==> src/rtl/cluster_pkg.sv <==
// Shared widths, FSM encoding and constants for the cluster extraction sequencer.
package cluster_pkg;
    localparam int MXKEYS      = 192;
    localparam int MXKEYBITS   = 8;
    localparam int MXCNTB      = 3;
    localparam int MXCLUSTERS  = 8;
    localparam int ENC_LATENCY = 2;
    localparam int PASSB       = 3;

    localparam logic [MXKEYBITS-1:0] EMPTY_ADR = '1;
    localparam logic [PASSB-1:0]     PASS_IDLE = '1;

    typedef enum logic [1:0] {
        ST_IDLE,
        ST_ISSUE,
        ST_WAIT,
        ST_DONE
    } state_t;
endpackage

==> src/rtl/cluster_slot_store.sv <==
// Per-slot address/count registers and the valid mask for one frame's cluster list.
module cluster_slot_store
    import cluster_pkg::*;
(
    input  logic                             clock,
    input  logic                             reset,
    input  logic                             i_clr,
    input  logic                             i_wr,
    input  logic [PASSB-1:0]                 i_wr_idx,
    input  logic [MXKEYBITS-1:0]             i_wr_adr,
    input  logic [MXCNTB-1:0]                i_wr_cnt,
    output logic [MXCLUSTERS*MXKEYBITS-1:0]  o_adr,
    output logic [MXCLUSTERS*MXCNTB-1:0]     o_cnt,
    output logic [MXCLUSTERS-1:0]            o_vld
);
    logic [MXKEYBITS-1:0] r_adr [MXCLUSTERS];
    logic [MXCNTB-1:0]    r_cnt [MXCLUSTERS];
    logic [MXCLUSTERS-1:0] r_vld;

    genvar gi;
    generate
        for (gi = 0; gi < MXCLUSTERS; gi++) begin : g_slot
            always_ff @(posedge clock) begin
                if (reset || i_clr) begin
                    r_adr[gi] <= '0;
                    r_cnt[gi] <= '0;
                    r_vld[gi] <= 1'b0;
                end else if (i_wr && (i_wr_idx == PASSB'(gi))) begin
                    r_adr[gi] <= i_wr_adr;
                    r_cnt[gi] <= i_wr_cnt;
                    r_vld[gi] <= 1'b1;
                end
            end
            assign o_adr[gi*MXKEYBITS +: MXKEYBITS] = r_adr[gi];
            assign o_cnt[gi*MXCNTB +: MXCNTB]       = r_cnt[gi];
        end
    endgenerate

    assign o_vld = r_vld;
endmodule

==> src/rtl/cluster_extract_ctrl.sv <==
// Iterative cluster extractor: drives an external priority encoder with a working pad
// vector, records each winner into a slot and clears it until empty or the list is full.
module cluster_extract_ctrl
    import cluster_pkg::*;
(
    input  logic                             clock,
    input  logic                             reset,
    input  logic                             frame_valid_i,
    input  logic [MXKEYS-1:0]                vpfs_i,
    input  logic [MXKEYS*MXCNTB-1:0]         cnts_i,
    output logic [MXKEYS-1:0]                enc_vpfs_o,
    output logic [MXKEYS*MXCNTB-1:0]         enc_cnts_o,
    output logic [PASSB-1:0]                 enc_pass_o,
    input  logic [MXKEYBITS-1:0]             enc_adr_i,
    input  logic                             enc_vpf_i,
    input  logic [MXCNTB-1:0]                enc_cnt_i,
    input  logic [PASSB-1:0]                 enc_pass_i,
    output logic [MXCLUSTERS*MXKEYBITS-1:0]  cluster_adr_o,
    output logic [MXCLUSTERS*MXCNTB-1:0]     cluster_cnt_o,
    output logic [MXCLUSTERS-1:0]            cluster_vld_o,
    output logic                             busy_o,
    output logic                             done_o,
    output logic                             overflow_o,
    output logic                             frame_drop_o,
    output logic                             sync_err_o
);
    state_t                    r_state, w_state_next;
    logic [MXKEYS-1:0]         r_work;
    logic [MXKEYS*MXCNTB-1:0]  r_cnts;
    logic [PASSB-1:0]          r_idx;
    logic [1:0]                r_wait;
    logic                      r_ovf;
    logic                      r_serr;

    logic                      w_accept;
    logic                      w_eval;
    logic                      w_bad;
    logic                      w_hit;
    logic                      w_last;
    logic [MXKEYS-1:0]         w_work_after;

    assign w_accept     = (r_state == ST_IDLE) && frame_valid_i;
    assign w_eval       = (r_state == ST_WAIT) && (r_wait == 2'(ENC_LATENCY-1));
    // A stale tag or an impossible address means the encoder result cannot be trusted.
    assign w_bad        = (enc_pass_i != r_idx) ||
                          (enc_vpf_i && (enc_adr_i >= MXKEYBITS'(MXKEYS)));
    assign w_hit        = w_eval && !w_bad && enc_vpf_i;
    assign w_last       = (r_idx == PASSB'(MXCLUSTERS-1));
    assign w_work_after = r_work & ~(MXKEYS'(1) << enc_adr_i);

    always_comb begin
        w_state_next = r_state;
        case (r_state)
            ST_IDLE:  if (frame_valid_i) w_state_next = ST_ISSUE;
            ST_ISSUE: w_state_next = ST_WAIT;
            ST_WAIT: begin
                if (w_eval) begin
                    if (w_bad || !enc_vpf_i || w_last) w_state_next = ST_DONE;
                    else                              w_state_next = ST_ISSUE;
                end
            end
            ST_DONE:  w_state_next = ST_IDLE;
            default:  w_state_next = ST_IDLE;
        endcase
    end

    always_ff @(posedge clock) begin
        if (reset) begin
            r_state <= ST_IDLE;
            r_work  <= '0;
            r_cnts  <= '0;
            r_idx   <= '0;
            r_wait  <= '0;
            r_ovf   <= 1'b0;
            r_serr  <= 1'b0;
        end else begin
            r_state <= w_state_next;
            if (w_accept) begin
                r_work <= vpfs_i;
                r_cnts <= cnts_i;
                r_idx  <= '0;
                r_ovf  <= 1'b0;
                r_serr <= 1'b0;
            end
            if (r_state == ST_ISSUE)     r_wait <= '0;
            else if (r_state == ST_WAIT) r_wait <= r_wait + 2'd1;
            if (w_eval && w_bad) r_serr <= 1'b1;
            if (w_hit) begin
                r_work <= w_work_after;
                r_idx  <= r_idx + PASSB'(1);
                if (w_last) r_ovf <= |w_work_after;
            end
        end
    end

    cluster_slot_store u_slots (
        .clock    (clock),
        .reset    (reset),
        .i_clr    (w_accept),
        .i_wr     (w_hit),
        .i_wr_idx (r_idx),
        .i_wr_adr (enc_adr_i),
        .i_wr_cnt (enc_cnt_i),
        .o_adr    (cluster_adr_o),
        .o_cnt    (cluster_cnt_o),
        .o_vld    (cluster_vld_o)
    );

    assign enc_vpfs_o   = r_work;
    assign enc_cnts_o   = r_cnts;
    assign enc_pass_o   = ((r_state == ST_IDLE) || (r_state == ST_DONE)) ? PASS_IDLE : r_idx;
    assign busy_o       = (r_state != ST_IDLE);
    assign done_o       = (r_state == ST_DONE);
    assign overflow_o   = r_ovf;
    assign sync_err_o   = r_serr;
    assign frame_drop_o = frame_valid_i && (r_state != ST_IDLE) && !reset;
endmodule

==> config.mk <==
export PLATFORM = sky130hd
export DESIGN_NAME = cluster_extract_ctrl
export DESIGN_NICKNAME = d
export VERILOG_FILES = /design/src/rtl/cluster_pkg.sv /design/src/rtl/cluster_slot_store.sv /design/src/rtl/cluster_extract_ctrl.sv
export SDC_FILE = /design/constraint.sdc
export NUM_CORES = 2
export LEC_CHECK = 0
export BUFFER_PORTS_ARGS = -buffer_cell sky130_fd_sc_hd__buf_2
export CAP_MARGIN = 10
export CORE_AREA = 3 3 643 645
export CTS_CLUSTER_DIAMETER = 150
export DETAILED_ROUTE_END_ITERATION = 6
export DIE_AREA = 0 0 646 648
export GPL_TIMING_DRIVEN = 0
export REMOVE_ABC_BUFFERS = 1
export SLEW_MARGIN = 20
export SYNTH_ARGS = -nofsm -noshare
export SYNTH_HDL_FRONTEND = slang
export SYNTH_SLANG_ARGS = --single-unit
==> constraint.sdc <==
create_clock -name clock -period 5.7 [get_ports clock]
set_input_delay 0.855 -clock clock [delete_from_list [all_inputs] [get_ports clock]]
set_output_delay 0.855 -clock clock [all_outputs]
set_load 0.1 [all_outputs]
---- Word level (Yosys, flattened, before mapping) ----
Memories as Yosys holds them, arrays and structs flattened.
Index checks and enable logic that the tools add are counted.
storage, ports and cells
  flip-flop bits (word level) ............. 785
  memory bits (writable) .................. 88
  input port bits ......................... 786
  memories kept ........................... 2
memories
  name           words  width  rd ports  clocked after memory_dff  wr ports  line                      RTL
  u_slots.r_adr  8      8      8         0                         8         cluster_slot_store.sv:16  logic [MXKEYBITS-1:0] r_adr [MXCLUSTERS];
  u_slots.r_cnt  8      3      8         0                         8         cluster_slot_store.sv:17  logic [MXCNTB-1:0] r_cnt [MXCLUSTERS];
operators by class
  $add $sub $neg .......................... 2
  order comparisons ....................... 1
  eq/ne operators ......................... 14
  shift operators ......................... 1
  muxes and demuxes ....................... 56
  bitwise logic cells ..................... 18
  reduce and logical (&&, ||, !) cells .... 32
operator list
  kind                                                                  number
  192-bit two-way mux                                                   2
  192-bit AND                                                           1
  192-bit NOT                                                           1
  192-bit OR reduction                                                  1
  1-bit by 8-bit << shifter with 192-bit output (first input constant)  1
  8-bit two-way mux                                                     8
  3-bit two-way mux                                                     11
  1-bit two-way mux                                                     31
  1-bit logical AND                                                     16
  1-bit OR                                                              16
  3-bit == test (second input constant)                                 4
  8-bit >= comparator (second input constant)                           1
  2-bit case mux with 4 select lines                                    1
  3-bit by 2-bit == test with 1-bit output (second input constant)      2
  2-bit two-way mux                                                     3
  2-bit nonzero test                                                    3
  1-bit logical OR                                                      5
  2-bit by 1-bit == test with 1-bit output (second input constant)      2
  2-bit == test (second input constant)                                 2
  2-bit != test (second input constant)                                 2
  3-bit by 1-bit adder with 3-bit output (second input constant)        1
  3-bit by 1-bit == test with 1-bit output (second input constant)      1
  1-bit logical NOT                                                     3
  3-bit logical NOT                                                     1
  other kinds (5)                                                       5

---- Longest topological paths before layout ----
  word-level depth ........................ 11
  mapped depth ............................ 12

---- By module ----
From an unflattened synthesis, not the netlist that was laid out.
unflattened totals
  cells, all modules ...................... 4274
  area total of the unflattened synthesis .. 34146.5 µm²
by module, submodules not included
  module                instances  cells each  area each (µm²)  seq. area each (µm²)
  cluster_extract_ctrl  1          4032        30490.5          15554.9
  cluster_slot_store    1          242         3656.0           2802.7

---- Least setup slack after synthesis ----
OpenSTA, ideal clock, no wires.
  path kind ............................... input port to output port
  start ................................... input port reset
  end ..................................... output port frame_drop_o
  arrival ................................. 3.615 ns
  data required time ...................... 4.845 ns
  slack ................................... 1.230 ns
  stages on the path ...................... 4
  path buffers ............................ 3
  path through ............................ clkbuf_1 clkbuf_1 buf_1 nor3b_1
between the ends
  word-level cells in the longest chain between the ends .. 2
ends and longest elaborated chain
  what                line                         RTL
  start: declaration  cluster_extract_ctrl.sv:7    input logic reset,
  1-bit logical NOT   cluster_extract_ctrl.sv:116  assign frame_drop_o = frame_valid_i && (r_state != ST_IDLE) && !reset;
  1-bit logical AND   cluster_extract_ctrl.sv:116
  end: declaration    cluster_extract_ctrl.sv:24   output logic frame_drop_o,
No other way between the ends.

---- Worst setup path after layout ----
  start ................................... input port enc_adr_i[4]
  end ..................................... register r_ovf, in the netlist overflow_o
between the ends
  word-level cells in the longest chain between the ends .. 7
ends and longest elaborated chain
  what                            line                        RTL
  start: declaration              cluster_extract_ctrl.sv:14  input logic [MXKEYBITS-1:0] enc_adr_i,
  8-bit >= comparator             cluster_extract_ctrl.sv:46  (enc_vpf_i && (enc_adr_i >= MXKEYBITS'(MXKEYS)));
  1-bit logical AND               cluster_extract_ctrl.sv:46
  1-bit logical OR                cluster_extract_ctrl.sv:45  assign w_bad = (enc_pass_i != r_idx) ||
  1-bit logical NOT               cluster_extract_ctrl.sv:47  assign w_hit = w_eval && !w_bad && enc_vpf_i;
  1-bit logical AND (2 in a row)  cluster_extract_ctrl.sv:47
  1-bit two-way mux *             cluster_extract_ctrl.sv:88  if (w_hit) begin
  end signal: assignment          cluster_extract_ctrl.sv:91  if (w_last) r_ovf <= |w_work_after;
  end: declaration                cluster_extract_ctrl.sv:32  logic r_ovf;
Every way passes the cells marked *; elsewhere a longest branch is shown, timed or not.
A chain may end at the register's enable or synchronous reset.

==> qor.log <==
[status] outcome completed
[timing] transition time at the pin with the least slew margin 1.202 ns
[pwr] internal power contribution 15.25 mW
[die] initial cell density of the core 8.250%
[setup_path] standard cell with the maximum stage delay on the critical path or4b_1
[setup_path] crit-path max cell delay 1.04 ns
[yosys] number of enable flip-flop cells after synthesis 88
[die] Die Area 418600 um^2
[setup_path] CP top delay family simple AND/OR/NAND/NOR gates
[cells_and_area] ratio of cells with drive above 1 in the final layout 34.08%
[timing] Tmin final 4.572 ns
[timing] final number of setup-violating endpoints 0
[yosys] cell types with the largest area share after synthesis dfxtp_1 (47%), nand2_1 (13%), a21oi_1 (8.6%)
[yosys] Primary FF master, synth dfxtp_1
[clocking] number of gates resized after cts 0
[pwr] Leakage 22.31 nW
[clocking] Clock Tree Root clkbuf_16
[drt] count of antenna-violating nets left after detailed routing 0
[die] core area 408700 um^2
[setup_path] arrival time at the worst endpoint 5.25 ns
[global_route] vias in the first global route 36180
[yosys] most used standard cell by instance count after synthesis nand2_1
[pwr] logic gate share of total power 48.7%
[die] x dimension of the die 646 um
[timing] Fmax 218.7 MHz
[timing] setup repair after global routing missed its margin false
[setup_path] endpoint kind of the worst setup timing path register
[cells_and_area] Nets 6509
[drt] overall via count from detail_route 39410
[drt] Pre-Repair DR Iteration Count 6
[place] HPWL after DPL 296200 um
[yosys] post-synthesis cell area 33720 um^2
[cells_and_area] fraction of the core area covered by cells at the end of the flow 13.23%
[die] Row Count 235
[setup_path] largest fanout of any net on the critical path 24
[pwr] switching power as a share of total power 54.30%
[cells_and_area] combined area of the multi-input logic cells 14030 um^2
[drt] Vias per Instance 3.463
[setup_path] cells along the critical path buf_2 -> or4b_1 -> o21ai_0 -> nand4_1 -> nor4_1 -> nand4_1 -> nor3_1 -> a221oi_1
[pwr] P per Cell Area 617.3 nW/um^2
[yosys] cell taking the most area after synthesis dfxtp_1
[pwr] sum of internal, switching and leakage power 33.38 mW
[yosys] Yosys cell types 45
[yosys] post-synth top area share 46.61%
[clocking] Post-CTS Hold Buffers 0
[global_route] global-route wire length before repair 427300 um
[setup_path] critical path required time 6.38 ns
[cells_and_area] count of filler cells inserted in the layout 47180
[pwr] share of total power in the clock network 27.1%
[clocking] clock buffers created by TritonCTS 135
[setup_path] cell seen most often among critical-path stages nand4_1
[drt] routed length per instance 30.85 um
[timing] worst rel slew slack 19.85%
[min_path] hold crit path type in -> reg
[clocking] insertion delay of the later-clocked pin in the worst-skew pair 0.83 ns
[place] number of I/O port buffers 1657
[global_route] antenna violations before repair 263
[die] height of the chip 648 um
[yosys] Async S/R FF share, synth 0%
[timing] final period utilization 80.21%
[place] Placer Congestion 0.9828
[cells_and_area] filler-free cell count of the finished design 11380
[global_route] pin count of the biggest net entering global routing 112
[yosys] flop and latch count out of synthesis 873
[setup_path] element type at the critical path start primary input
[setup_path] critical path buffer and inverter count 1
[cells_and_area] Area growth syn-to-layout 60.36%
[cells_and_area] final std cell area, no fill 54070 um^2
[place] cell total after placement 11030
[drt] drt first-iter violations 4083
[yosys] average size of a mapped cell 7.998 um^2
[global_route] global route total overflow 0
[yosys] ranking of synthesized cells by instance count nand2_1 (1188), dfxtp_1 (785), a21oi_1 (581), nor2_1 (388), o21ai_0 (364)
[place] placed cell area 49160 um^2
[timing] Setup Total Neg Slack 0 ns
[clocking] clk buf depth 4
[timing] Worst Setup Slack, final 1.128 ns
[yosys] portion of the post-synthesis area used by sequential elements 54.44%
[drt] Total Routed Length 351100 um
[pwr] portion of total power attributed to sequential cells 24.2%
[timing] max-slew violation count 0
[die] number of primary I/O pins 1658
[place] Place WS 0.4123 ns
[clocking] count of clock tree sinks 873
[pwr] reported net switching power 18.12 mW
[yosys] synthesis warning total 0
[flow_run] max-cap check violation count 0
[pwr] IR Drop Worst-Case VDD 351.7 uV
[timing] Final Hold Viols 0
[cells_and_area] Seq. cell area 18360 um^2
[drt] drt drc 0
[clocking] CTS H-Tree Depth 4
[clocking] clock edge transition at the registers on the reported setup and hold paths 0.06 ns
[setup_path] flop-to-flop setup slack 2.04 ns
[timing] worst slack on hold paths 0.2359 ns
[clocking] buffer count from post-CTS setup fixing 0
[timing] worst-case clock skew 0.04927 ns
[clocking] TritonCTS clock tree built
[global_route] All-Layer GR Usage 15.89%
[yosys] number of instances in the synthesized netlist 4216
[setup_path] Worst Setup Path Type in -> reg
==> per-layer routing <==
metal	vias up	global-route usage, %	part of all wire [%]
li1	17300	-	-
met5	-	0.01144	0.11
met2	2414	28.62	51
met1	18720	15.63	33
met3	916	6.387	10
met4	58	8.281	6.2
==> kinds of logic (layout without fill, tap and decap cells) <==
family | count (synthesis) | after routing | synth area share (%)
XOR/XNOR | 4 | 4 | 0.1039
buffers and inverters | 385 | 1984 | 4.445
adder cells (fa/ha/maj) | 11 | 11 | 0.4082
flip-flops | 873 | 873 | 54.44
AND/OR/NAND/NOR | 1780 | 1780 | 21.70
other | 0 | 115 | 0
multiplexers | 2 | 2 | 0.06679
AO/OA/AOI/OAI | 1161 | 1161 | 18.84
==> placed cells by master, fill, tap and decap left out, types with 5 or more instances in the layout <==
master | netlist | routed
inv_1 | 9 | 9
a311oi_1 | 8 | 8
bufinv_16 | 0 | 13
o21ai_0 | 364 | 364
clkinv_2 | 0 | 13
buf_16 | 0 | 37
nor2_1 | 388 | 386
inv_6 | 0 | 11
nand4_1 | 48 | 48
o21a_1 | 7 | 7
clkinv_4 | 0 | 6
nand3_1 | 7 | 7
dfxtp_1 | 785 | 785
clkbuf_16 | 0 | 137
clkinvlp_4 | 0 | 7
nor4_1 | 9 | 9
diode_2 | 0 | 115
and3_1 | 18 | 18
clkbuf_8 | 0 | 27
buf_2 | 31 | 1656
a21o_1 | 7 | 7
clkbuf_1 | 332 | 19
edfxtp_1 | 88 | 88
ha_1 | 11 | 11
a21oi_1 | 581 | 581
buf_12 | 0 | 14
and2_1 | 79 | 78
buf_6 | 1 | 24
nand4bb_4 | 0 | 7
a22oi_1 | 184 | 184
nand2_1 | 1188 | 1187
o21ai_1 | 5 | 5
nand4b_1 | 9 | 9
==> flip-flops by register name, summed over array words and instances (netlist names) <==
register       count
enc_vpfs_o       192
u_slots.r_adr     64
u_slots.r_cnt     24
u_slots.o_vld      8
r_state            2
overflow_o         1
r_wait             2
r_idx              3
sync_err_o         1
enc_cnts_o       576
==> power groups by stage <==
| stage | sequential (mW) | clock, mW | combinational (mW) |
|---|---|---|---|
| after floorplan | 14.0 | 0 | 3.09 |
| after CTS | 8.06 | 9.46 | 16.5 |
| after global placement | 7.19 | 0 | 8.37 |
| final | 8.07 | 9.05 | 16.3 |
| after global routing | 8.19 | 9.63 | 16.9 |
| after detailed placement | 8.17 | 0 | 16.5 |
==> tightest hold or removal path, stage by stage <==
cell and delay [ns]:
buf_2 0.10, nand2_1 0.04, a21oi_1 0.05
==> area by class of cell <==
class	instances	share of cell area, %
antenna	115	0.5322
clock buffer	183	7.160
clock inverter	57	1.395
inverter	9	0.06248
multi-input combinational	2958	25.94
sequential	873	33.95
tap	5451	12.61
timing repair buffer	1735	18.34
==> path summary, 6_finish.rpt <==
| path | startpoint | to | depth (start not counted) |
|---|---|---|---|
| setup reg to reg | r_state[0] | enc_vpfs_o[26] | 16 |
| hold / removal | cnts_i[315] | enc_cnts_o[315] | 3 |
| setup / recovery | enc_adr_i[4] | overflow_o | 8 |
| hold reg to reg | u_slots.o_vld[6] | u_slots.o_vld[6] | 1 |
Power figures use the tool's default switching activity.
